--- config.mk ---
export PLATFORM = sky130hd
export DESIGN_NAME = dmem_arbiter
export DESIGN_NICKNAME = d
export VERILOG_FILES = /design/src/rtl/dmem_arbiter_pkg.sv /design/src/rtl/dmem_arbiter.sv
export SDC_FILE = /design/constraint.sdc
export NUM_CORES = 1
export LEC_CHECK = 0
export ABC_AREA = 1
export CAP_MARGIN = 30
export CORE_ASPECT_RATIO = 0.9
export CORE_MARGIN = 8
export CORE_UTILIZATION = 30
export CTS_CLUSTER_SIZE = 14
export DETAILED_ROUTE_END_ITERATION = 10
export GPL_ROUTABILITY_DRIVEN = 0
export PLACE_DENSITY = 0.7
export SLEW_MARGIN = 20
export SYNTH_ARGS = -nofsm -noshare
export SYNTH_HDL_FRONTEND = slang
export SYNTH_SLANG_ARGS = --single-unit
--- constraint.sdc ---
create_clock -name clk -period 3.3 [get_ports clk]
set_input_delay 0.66 -clock clk [delete_from_list [all_inputs] [get_ports clk]]
set_output_delay 0.66 -clock clk [all_outputs]
set_load 0.005 [all_outputs]
--- src/rtl/dmem_arbiter_pkg.sv ---
// dmem_arbiter_pkg: state and owner encodings shared by the data-memory arbiter.
package dmem_arbiter_pkg;
  typedef enum logic [1:0] {
    ARB_IDLE   = 2'd0,
    ARB_ACCESS = 2'd1,
    ARB_RESP   = 2'd2
  } arb_state_t;
  typedef enum logic {
    OWN_CPU = 1'b0,
    OWN_DMA = 1'b1
  } owner_t;
endpackage

--- src/rtl/dmem_arbiter.sv ---
// dmem_arbiter: grants CPU or DMA one access at a time to the shared data memory.
// Define DMEM_ARB_FAIR_EN for round-robin tie breaking on last_owner; default is fixed CPU priority.
module dmem_arbiter
  import dmem_arbiter_pkg::*;
#(
  parameter int ADDR_W  = 8,
  parameter int DATA_W  = 8,
  parameter int MEM_LAT = 1
) (
  input  logic              clk,
  input  logic              reset,
  input  logic              cpu_rd,
  input  logic              cpu_wr,
  input  logic [ADDR_W-1:0] cpu_addr,
  input  logic [DATA_W-1:0] cpu_wdata,
  output logic [DATA_W-1:0] cpu_rdata,
  output logic              cpu_done,
  output logic              cpu_stall,
  input  logic              dma_req,
  input  logic              dma_we,
  input  logic [ADDR_W-1:0] dma_addr,
  input  logic [DATA_W-1:0] dma_wdata,
  output logic [DATA_W-1:0] dma_rdata,
  output logic              dma_ack,
  output logic [ADDR_W-1:0] mem_addr,
  output logic [DATA_W-1:0] mem_wdata,
  output logic              mem_rd,
  output logic              mem_wr,
  input  logic [DATA_W-1:0] mem_rdata
);
`ifdef DMEM_ARB_FAIR_EN
  localparam logic fair = 1'b1;
`else
  localparam logic fair = 1'b0;
`endif
  localparam logic [2:0] lat_init = 3'(MEM_LAT - 1);
  arb_state_t state;
  owner_t owner, last_owner;
  logic [2:0] cnt;
  logic cpu_req, grant_dma;
  assign cpu_req   = cpu_rd | cpu_wr;
  assign grant_dma = dma_req & (~cpu_req | (fair & (last_owner == OWN_CPU)));
  assign cpu_stall = cpu_req & ~cpu_done;
  // The strobe registers double as the latched direction for the whole access.
  always_ff @(posedge clk or posedge reset) begin
    if (reset) begin
      state      <= ARB_IDLE;
      owner      <= OWN_CPU;
      last_owner <= OWN_DMA;
      cnt        <= '0;
      mem_addr   <= '0;
      mem_wdata  <= '0;
      mem_rd     <= 1'b0;
      mem_wr     <= 1'b0;
      cpu_rdata  <= '0;
      dma_rdata  <= '0;
      cpu_done   <= 1'b0;
      dma_ack    <= 1'b0;
    end else begin
      case (state)
        ARB_IDLE: if (cpu_req | dma_req) begin
          owner      <= grant_dma ? OWN_DMA : OWN_CPU;
          last_owner <= grant_dma ? OWN_DMA : OWN_CPU;
          cnt        <= lat_init;
          mem_addr   <= grant_dma ? dma_addr : cpu_addr;
          mem_wdata  <= grant_dma ? dma_wdata : cpu_wdata;
          mem_wr     <= grant_dma ? dma_we : cpu_wr;
          mem_rd     <= grant_dma ? ~dma_we : ~cpu_wr;
          state      <= ARB_ACCESS;
        end
        ARB_ACCESS: if (cnt == 3'd0) begin
          if (mem_rd && owner == OWN_CPU) cpu_rdata <= mem_rdata;
          if (mem_rd && owner == OWN_DMA) dma_rdata <= mem_rdata;
          cpu_done  <= owner == OWN_CPU;
          dma_ack   <= owner == OWN_DMA;
          mem_rd    <= 1'b0;
          mem_wr    <= 1'b0;
          mem_addr  <= '0;
          mem_wdata <= '0;
          state     <= ARB_RESP;
        end else begin
          cnt <= cnt - 3'd1;
        end
        ARB_RESP: begin
          cpu_done <= 1'b0;
          dma_ack  <= 1'b0;
          state    <= ARB_IDLE;
        end
        default: state <= ARB_IDLE;
      endcase
    end
  end
endmodule

# == Word-level counts from Yosys, hierarchy flattened ==
# Cells that the tools add are included.
# totals
memories,0
mem_bits_rw,0
latchBits,0
out_inout_bits,37
regBits,42
rom_bits,0
# op_classes
mux,25
n_lt_le_gt_ge,0
n_div,0
n_reduce_logical,13
n_shift,0
eq_ne,5
n_bitwise,9
n_mul,0
add_sub_neg,1
# op_table
cell,count
8-bit two-way mux,5
8-bit one-hot mux with 2 select lines,2
3-bit AND reduction,4
1-bit two-way mux,8
1-bit one-hot mux with 2 select lines,4
3-bit two-way mux,2
"2-bit inequality test, second input constant",3
3-bit one-hot mux with 2 select lines,1
2-bit AND reduction,3
1-bit NOT,5
2-bit two-way mux,2
2-bit one-hot mux with 2 select lines,1
2-bit nonzero test,2
3-bit zero test,1
"3-bit by 1-bit subtractor with 3-bit output, second input constant",1
1-bit bitwise AND,2
"2-bit by 1-bit == test with 1-bit output, second input constant",1
"2-bit == test, second input constant",1
1-bit logical AND,2
2-bit zero test,1
1-bit bitwise OR,2

# == Logic depth before layout (Yosys ltp) ==
# Gate-level depths: netlist (run 1).
# depth
word_depth,6
depth_mapped,8
depth_no_buf,7

# == Worst setup path after synthesis (run 1) ==
# Ideal clock, no wire load.
# synth_timing
kind,input to output
startpoint,in cpu_wr
endpoint,out cpu_stall
t_arrival_ps,1146
path_buffers,2
path_stages,4
slack_ps,1494
path_cell_list,nor2_1 > buf_4 > buf_4 > nor2_1
# synth_via
elab_chain_len,2
# synth_lines
element,line_no,text
start: declaration,dmem_arbiter.sv:13,"input logic cpu_wr,"
1-bit bitwise OR,dmem_arbiter.sv:41,assign cpu_req = cpu_rd | cpu_wr;
1-bit bitwise AND,dmem_arbiter.sv:43,assign cpu_stall = cpu_req & ~cpu_done;
end: declaration,dmem_arbiter.sv:18,"output logic cpu_stall,"
# Every way passes these cells.

# == Worst setup path after layout (run 1) ==
# Same ends and word-level chain as after synthesis.

==> results of run 1 <==
path summary, 6_finish.rpt:
| kind | from | endpoint | depth (start not counted) |
|---|---|---|---|
| worst max-delay path | cpu_wr | cpu_stall | 4 |
| worst min-delay path | dma_rdata[0] | dma_rdata[0] | 2 |
| worst max register to register | state[1] | mem_wdata[2] | 5 |
| worst min register to register | dma_rdata[0] | dma_rdata[0] | 2 |
| max in group asynchronous | reset | dma_rdata[3] | 3 |
| min in group asynchronous | reset | cnt[2] | 2 |
cells in the mapped netlist:
| master | instances | area [um^2] |
|---|---|---|
| dfrtp_1 | 42 | 1051 |
| xor2_1 | 1 | 8.760 |
| or2_0 | 1 | 6.260 |
| nand2_1 | 119 | 446.7 |
| buf_6 | 2 | 22.52 |
| o21ai_1 | 1 | 5.000 |
| nand3_1 | 54 | 270.3 |
| inv_2 | 3 | 11.26 |
| nor2_2 | 1 | 6.260 |
| buf_2 | 5 | 25.02 |
| nand2_2 | 4 | 25.02 |
| ha_1 | 2 | 25.02 |
| nor2_1 | 6 | 22.52 |
| buf_4 | 4 | 30.03 |
| nor2_4 | 2 | 22.52 |
| nand2_4 | 2 | 22.52 |
| a31oi_1 | 1 | 6.260 |
| inv_1 | 10 | 37.54 |
worst reg2reg max path, stage by stage, from the launching register on:
cell and delay (ns):
dfrtp_1 0.43, nor2_1 0.15, nand2_2 0.30, inv_2 0.36, nand2_1 0.12, nand2_1 0.06
flip-flops by register name (all words and copies together), names as in the netlist:
register and count:
mem_addr 8, owner 1, state 2, mem_rd 1, cnt 3, mem_wdata 8
dma_ack 1, cpu_done 1, dma_rdata 8, mem_wr 1, cpu_rdata 8
layout make-up:
cell class                      instances  area (um^2)
Tap cell                               90        112.6
Clock inverter                          1        5.005
Timing Repair Buffer                   86        870.8
Clock buffer                            7        86.33
Multi-Input combinational cell        194        867.1
Fill cell                             687         3545
Inverter                               13        48.80
Sequential cell                        42         1051
power groups by stage:
stage,registers [mW],logic (mW),clock network (mW)
CTS,0.877,1.06,0.347
global route,0.906,1.16,0.366
detailed placement,0.881,1.06,0
finish,0.874,1.04,0.332
floorplan,0.883,0.475,0
global placement,0.883,1.04,0
through the flow:
step / total power [mW] / utilization, % / std cells / worst slack, ns / instance area [um^2]
2_1_floorplan: 1.358 / - / 260 / 1.494 / 2044
3_3_place_gp: 1.918 / 44.38 / 424 / 0.6808 / 2923
3_5_place_dp: 1.941 / 44.79 / 425 / 0.6472 / 2950
4_1_cts: 2.285 / 46.18 / 433 / 0.7000 / 3042
5_1_grt: 2.431 / 46.18 / 433 / 0.6453 / 3042
6_report: 2.242 / 46.18 / 433 / 0.7277 / 3042
routing by layer:
metal  GRT usage (%)  share of wire, %
met1           14.89                42
met4           3.610               1.2
met5               0                 0
met3           6.370                14
met2           18.74                43
kinds of logic after synthesis:
logic type               Yosys count
buffers and inverters             24
adder cells (fa/ha/maj)            2
flip-flops                        42
AO/OA/AOI/OAI                      2
AND/OR/NAND/NOR                  189
XOR/XNOR                           1
==> impl_metrics.yaml, run 1 <==
synth:
  synth_top_family_by_area: "simple AND/OR/NAND/NOR gates"
  synth_mux_area_share_pct: 0
  syn_nets: 308
  yosysWarningCount: 0
  synthSimpleGateAreaFrac_pct: 40.21
  synthXorXnorAreaFrac_pct: 0.4284
  yosysUniqueCellTypes: 18
  synthAdderAreaFrac_pct: 1.224
  synth-seq-area-share_pct: 51.41
  syn_area_um2: 2044
  ys_ff_latch: 42
  synthCells: 260
  syn_avg_cell_area_um2: 7.863
  synth-compound-area-share_pct: 0.5508
critical_path:
  crit_fanout: 4
  end_kind: "output pin"
  worstPathRequired_ns: 2.64
  crit_slowest_cell: "clkdlybuf4s50_1"
  cpLargestDelayFamily: "buffers and inverters"
  r2r_slack_ns: 1.81
  critPathLaunchType: "input pin"
  worst-path-buf-inv: 2
  path_cells: "clkdlybuf4s50_1 > nor2_1 > nor2_1 > clkdlybuf4s50_1"
  timing_worst_setup_path_type: "in2out"
  crit_arrival_ns: 1.91
  critical-path-max-stage-delay_ns: 0.53
floorplan:
  fp-row-count: 28
  fp.dieArea_um2: 9716
  die_w_um: 103.0
  ioPinCount: 83
  start_util_pct: 31.04
  die_h_um: 94.32
  coreArea_um2: 6586
clocking:
  clk_latency_ns: 0.28
  clock_sinks: 42
  cts_tree: "yes"
  cts_htree_levels: 2
  cts_setup_buffers: 0
  clk_pin_slew_ns: 0.08
  clockBufferDepth: 2
  ctsHoldBuffers: 0
  cts_buffers: 5
  ctsResizeCount: 0
  cts_root_buf: "clkbuf_8"
timing:
  hold_violations: 0
  setup_viol: 0
  setup_tns_ns: 0
  timing.fmax_mhz: 388.8
  finalCriticalPeriod_ns: 2.572
  tightest_slew_ns: 0.4838
  grt_setup_unrepaired: "no"
  skew_ns: 0.005953
  max_slew_margin_pct: 67.55
  worst_hold_slack_ns: 0.4731
  finalMaxSlewViolations: 0
  fin_crit_sh_pct: 77.95
global_routing:
  grt_pass1_vias: 2026
  grt_antenna_before_repair: 0
  grt_pass1_wl_um: 9404
  overflow: 0
  grt_start_max_net_pins: 26
  grtUsageTotal_pct: 12.33
place:
  port_buffers: 82
  hpwlAfterDp_um: 4464
route:
  num_vias: 1934
  remaining_drc_errors: 0
  route.antenna.remaining_nets: 0
  first_iter_violations: 94
  routedWlPerCell_um: 13.11
  wl_um: 5678
  first_pass_iters: 4
  via_per_inst: 4.467
worst_hold_path:
  hold_path.class: "reg2reg"
job:
  cap_viol_max_count: 0
power:
  swShare_pct: 35.34
  p_leak_nw: 1.495
  pwr-share-seq_pct: 39.0
  p_sw_mw: 0.7922
  clock_power_share_pct: 14.8
  power-per-cell-area_nw_per_um2: 737.0
  ir_drop_v: 0.0002996
  pwr-share-comb_pct: 46.2
  internal_power_mw: 1.450
cells_and_area:
  final_cell_mix: "nand2_1, clkdlybuf4s50_1, nand3_1"
  area_growth_syn_to_layout_pct: 48.78
  layout_commonest_cell: "nand2_1"
  antennaDiodeCount: 0
  layout-drive-gt1-share_pct: 6.706
  nNetsFinal: 390
status:
  status: "complete, no violations"
Power figures use the tool's default switching activity.
==> run 2: changes to the inputs <==
--- a/config.mk
+++ b/config.mk
@@ -13,7 +13,7 @@
 export CTS_CLUSTER_SIZE = 14
 export DETAILED_ROUTE_END_ITERATION = 10
 export GPL_ROUTABILITY_DRIVEN = 0
-export PLACE_DENSITY = 0.7
+export PLACE_DENSITY = 0.72
 export SLEW_MARGIN = 20
 export SYNTH_ARGS = -nofsm -noshare
 export SYNTH_HDL_FRONTEND = slang
==> constraint.sdc (replaced) <==
create_clock -name clk -period 2.2 [get_ports clk]
set_input_delay 0.44 -clock clk [delete_from_list [all_inputs] [get_ports clk]]
set_output_delay 0.44 -clock clk [all_outputs]
set_load 0.005 [all_outputs]
==> run 2 against run 1 <==
Against the previous run: die area stayed put; non-clock buffer count is 2 higher; global-route usage is 0.21 points higher; power is 50% higher; hold slack worse by 0.0096 ns; critical path depth stayed put; clock power is 38% higher; critical path type unchanged; critical endpoint unchanged; largest cell class unchanged; highest routed layer unchanged.
==> impl_metrics.yaml, run 2 (synthesis results as in run 1) <==
status:
  status: "complete, no violations"
cells_and_area:
  finalNonFillerCells: 434
  nNetsFinal: 392
  area_growth_syn_to_layout_pct: 48.41
  layout_commonest_cell: "nand2_1"
  layout-drive-gt1-share_pct: 6.686
  final_cell_mix: "nand2_1, clkdlybuf4s50_1, nand3_1"
  post-route-util_pct: 46.07
  finalInstanceArea_um2: 3034
  antennaDiodeCount: 0
route:
  remaining_drc_errors: 0
  first_pass_iters: 4
  via_per_inst: 4.417
  first_iter_violations: 66
  route.antenna.remaining_nets: 0
  wl_um: 5820
  num_vias: 1917
  routedWlPerCell_um: 13.41
critical_path:
  path_cells: "clkdlybuf4s50_1 > nor2_1 > nor2_1 > clkdlybuf4s50_1"
  timing_worst_setup_path_type: "in2out"
  worstPathRequired_ns: 1.76
  critPathLaunchType: "input pin"
  cp-startpoint: "cpu_wr"
  end_kind: "output pin"
  crit_fanout: 3
  crit_slowest_cell: "clkdlybuf4s50_1"
  worst_r2r_startpoint: "state[1]"
  critical-path-max-stage-delay_ns: 0.54
  crit_arrival_ns: 1.69
timing:
  timing.fmax_mhz: 469.8
  finalMaxSlewViolations: 0
  hold_violations: 0
  skew_ns: 0.004689
  setup_tns_ns: 0
  setup_viol: 0
  finalCriticalPeriod_ns: 2.128
  tightest_slew_ns: 0.6351
  max_slew_margin_pct: 57.39
  grt_setup_unrepaired: "no"
  fin_crit_sh_pct: 96.75
place:
  hpwlAfterDp_um: 4565
  place_area_um2: 2958
  port_buffers: 82
  dp_cells: 427
global_routing:
  grtUsageTotal_pct: 12.54
  grt_start_max_net_pins: 27
  gr-max-usage-layer: "met2"
  use_met1_pct: 15.37
  grt_pass1_vias: 2043
  met3_usage_pct: 5.704
  grt_antenna_before_repair: 0
  use_met2_pct: 19.39
  grt_pass1_wl_um: 9611
  overflow: 0
power:
  power-per-cell-area_nw_per_um2: 1110
  ir_drop_v: 0.0003380
  p_leak_nw: 1.491
floorplan:
  fp.dieArea_um2: 9716
  start_util_pct: 31.04
  coreArea_um2: 6586
  ioPinCount: 83
  die_h_um: 94.32
  fp-row-count: 28
  die_w_um: 103.0
clocking:
  clk_latency_ns: 0.29
  ctsResizeCount: 0
  cts_tree: "yes"
  clockBufferDepth: 2
  clock_sinks: 42
  cts_setup_buffers: 0
  cts_htree_levels: 2
  ctsHoldBuffers: 0
  cts_root_buf: "clkbuf_8"
  clk_pin_slew_ns: 0.07
  cts_buffers: 5
worst_hold_path:
  hold_path.class: "in2async"
job:
  cap_viol_max_count: 0
-- run 2: cell count changes in the layout (fill, tap and decap cells not counted), sizes merged --
cell / before / now
buf: 4 / 6
clkinv: 2 / 1
-- run 2: worst max-delay path, delay by kind of cell --
kind                   cells  cell delay [ns]
buffers and inverters      2             1.04
and+or+nand+nor            2             0.21
-- run 2: routing by layer --
metal  part of all wire (%)  wire [um]
met5                      0          0
met4                    1.1         64
met3                     12        673
met2                     43       2506
met1                     44       2576
-- run 2: path summary, 6_finish.rpt --
kind	slack [ns]	endpoint	cells past startpoint
worst max register to register	0.68	mem_wdata[2]	4
min in group clk	0.47	dma_rdata[2]	2
worst min-delay path	0.46	dma_rdata[7]	2
worst max-delay path	0.07	cpu_stall	4
worst min register to register	0.47	dma_rdata[2]	2
max in group asynchronous	1.24	mem_wdata[1]	3
-- run 2: final cells by class --
cell class | count | area (um^2)
fillers | 679 | 3552
flip-flops and latches | 42 | 1051
repair buffers | 88 | 878.3
multi-input cells | 194 | 867.1
well taps | 90 | 112.6
clock buffers | 7 | 76.32
inverters | 13 | 48.80
-- run 2: per-stage QoR --
| step | hold slack, ns | power [mW] | setup slack, ns |
|---|---|---|---|
| 2_1_floorplan | 0.4654 | 2.037 | 0.7856 |
| 3_3_place_gp | 0.4565 | 2.921 | 0.004046 |
| 3_5_place_dp | 0.4584 | 2.953 | 0.03916 |
| 4_1_cts | 0.4741 | 3.435 | 0.03917 |
| 5_1_grt | 0.5046 | 3.649 | 0.03880 |
| 6_report | 0.4636 | 3.368 | 0.07158 |
-- run 2: power by group --
group / total, mW / switching (mW) / internal, mW
sequential: 1.32 / 0.213 / 1.11
combinational: 1.59 / 0.752 / 0.840
clock: 0.458 / 0.240 / 0.218
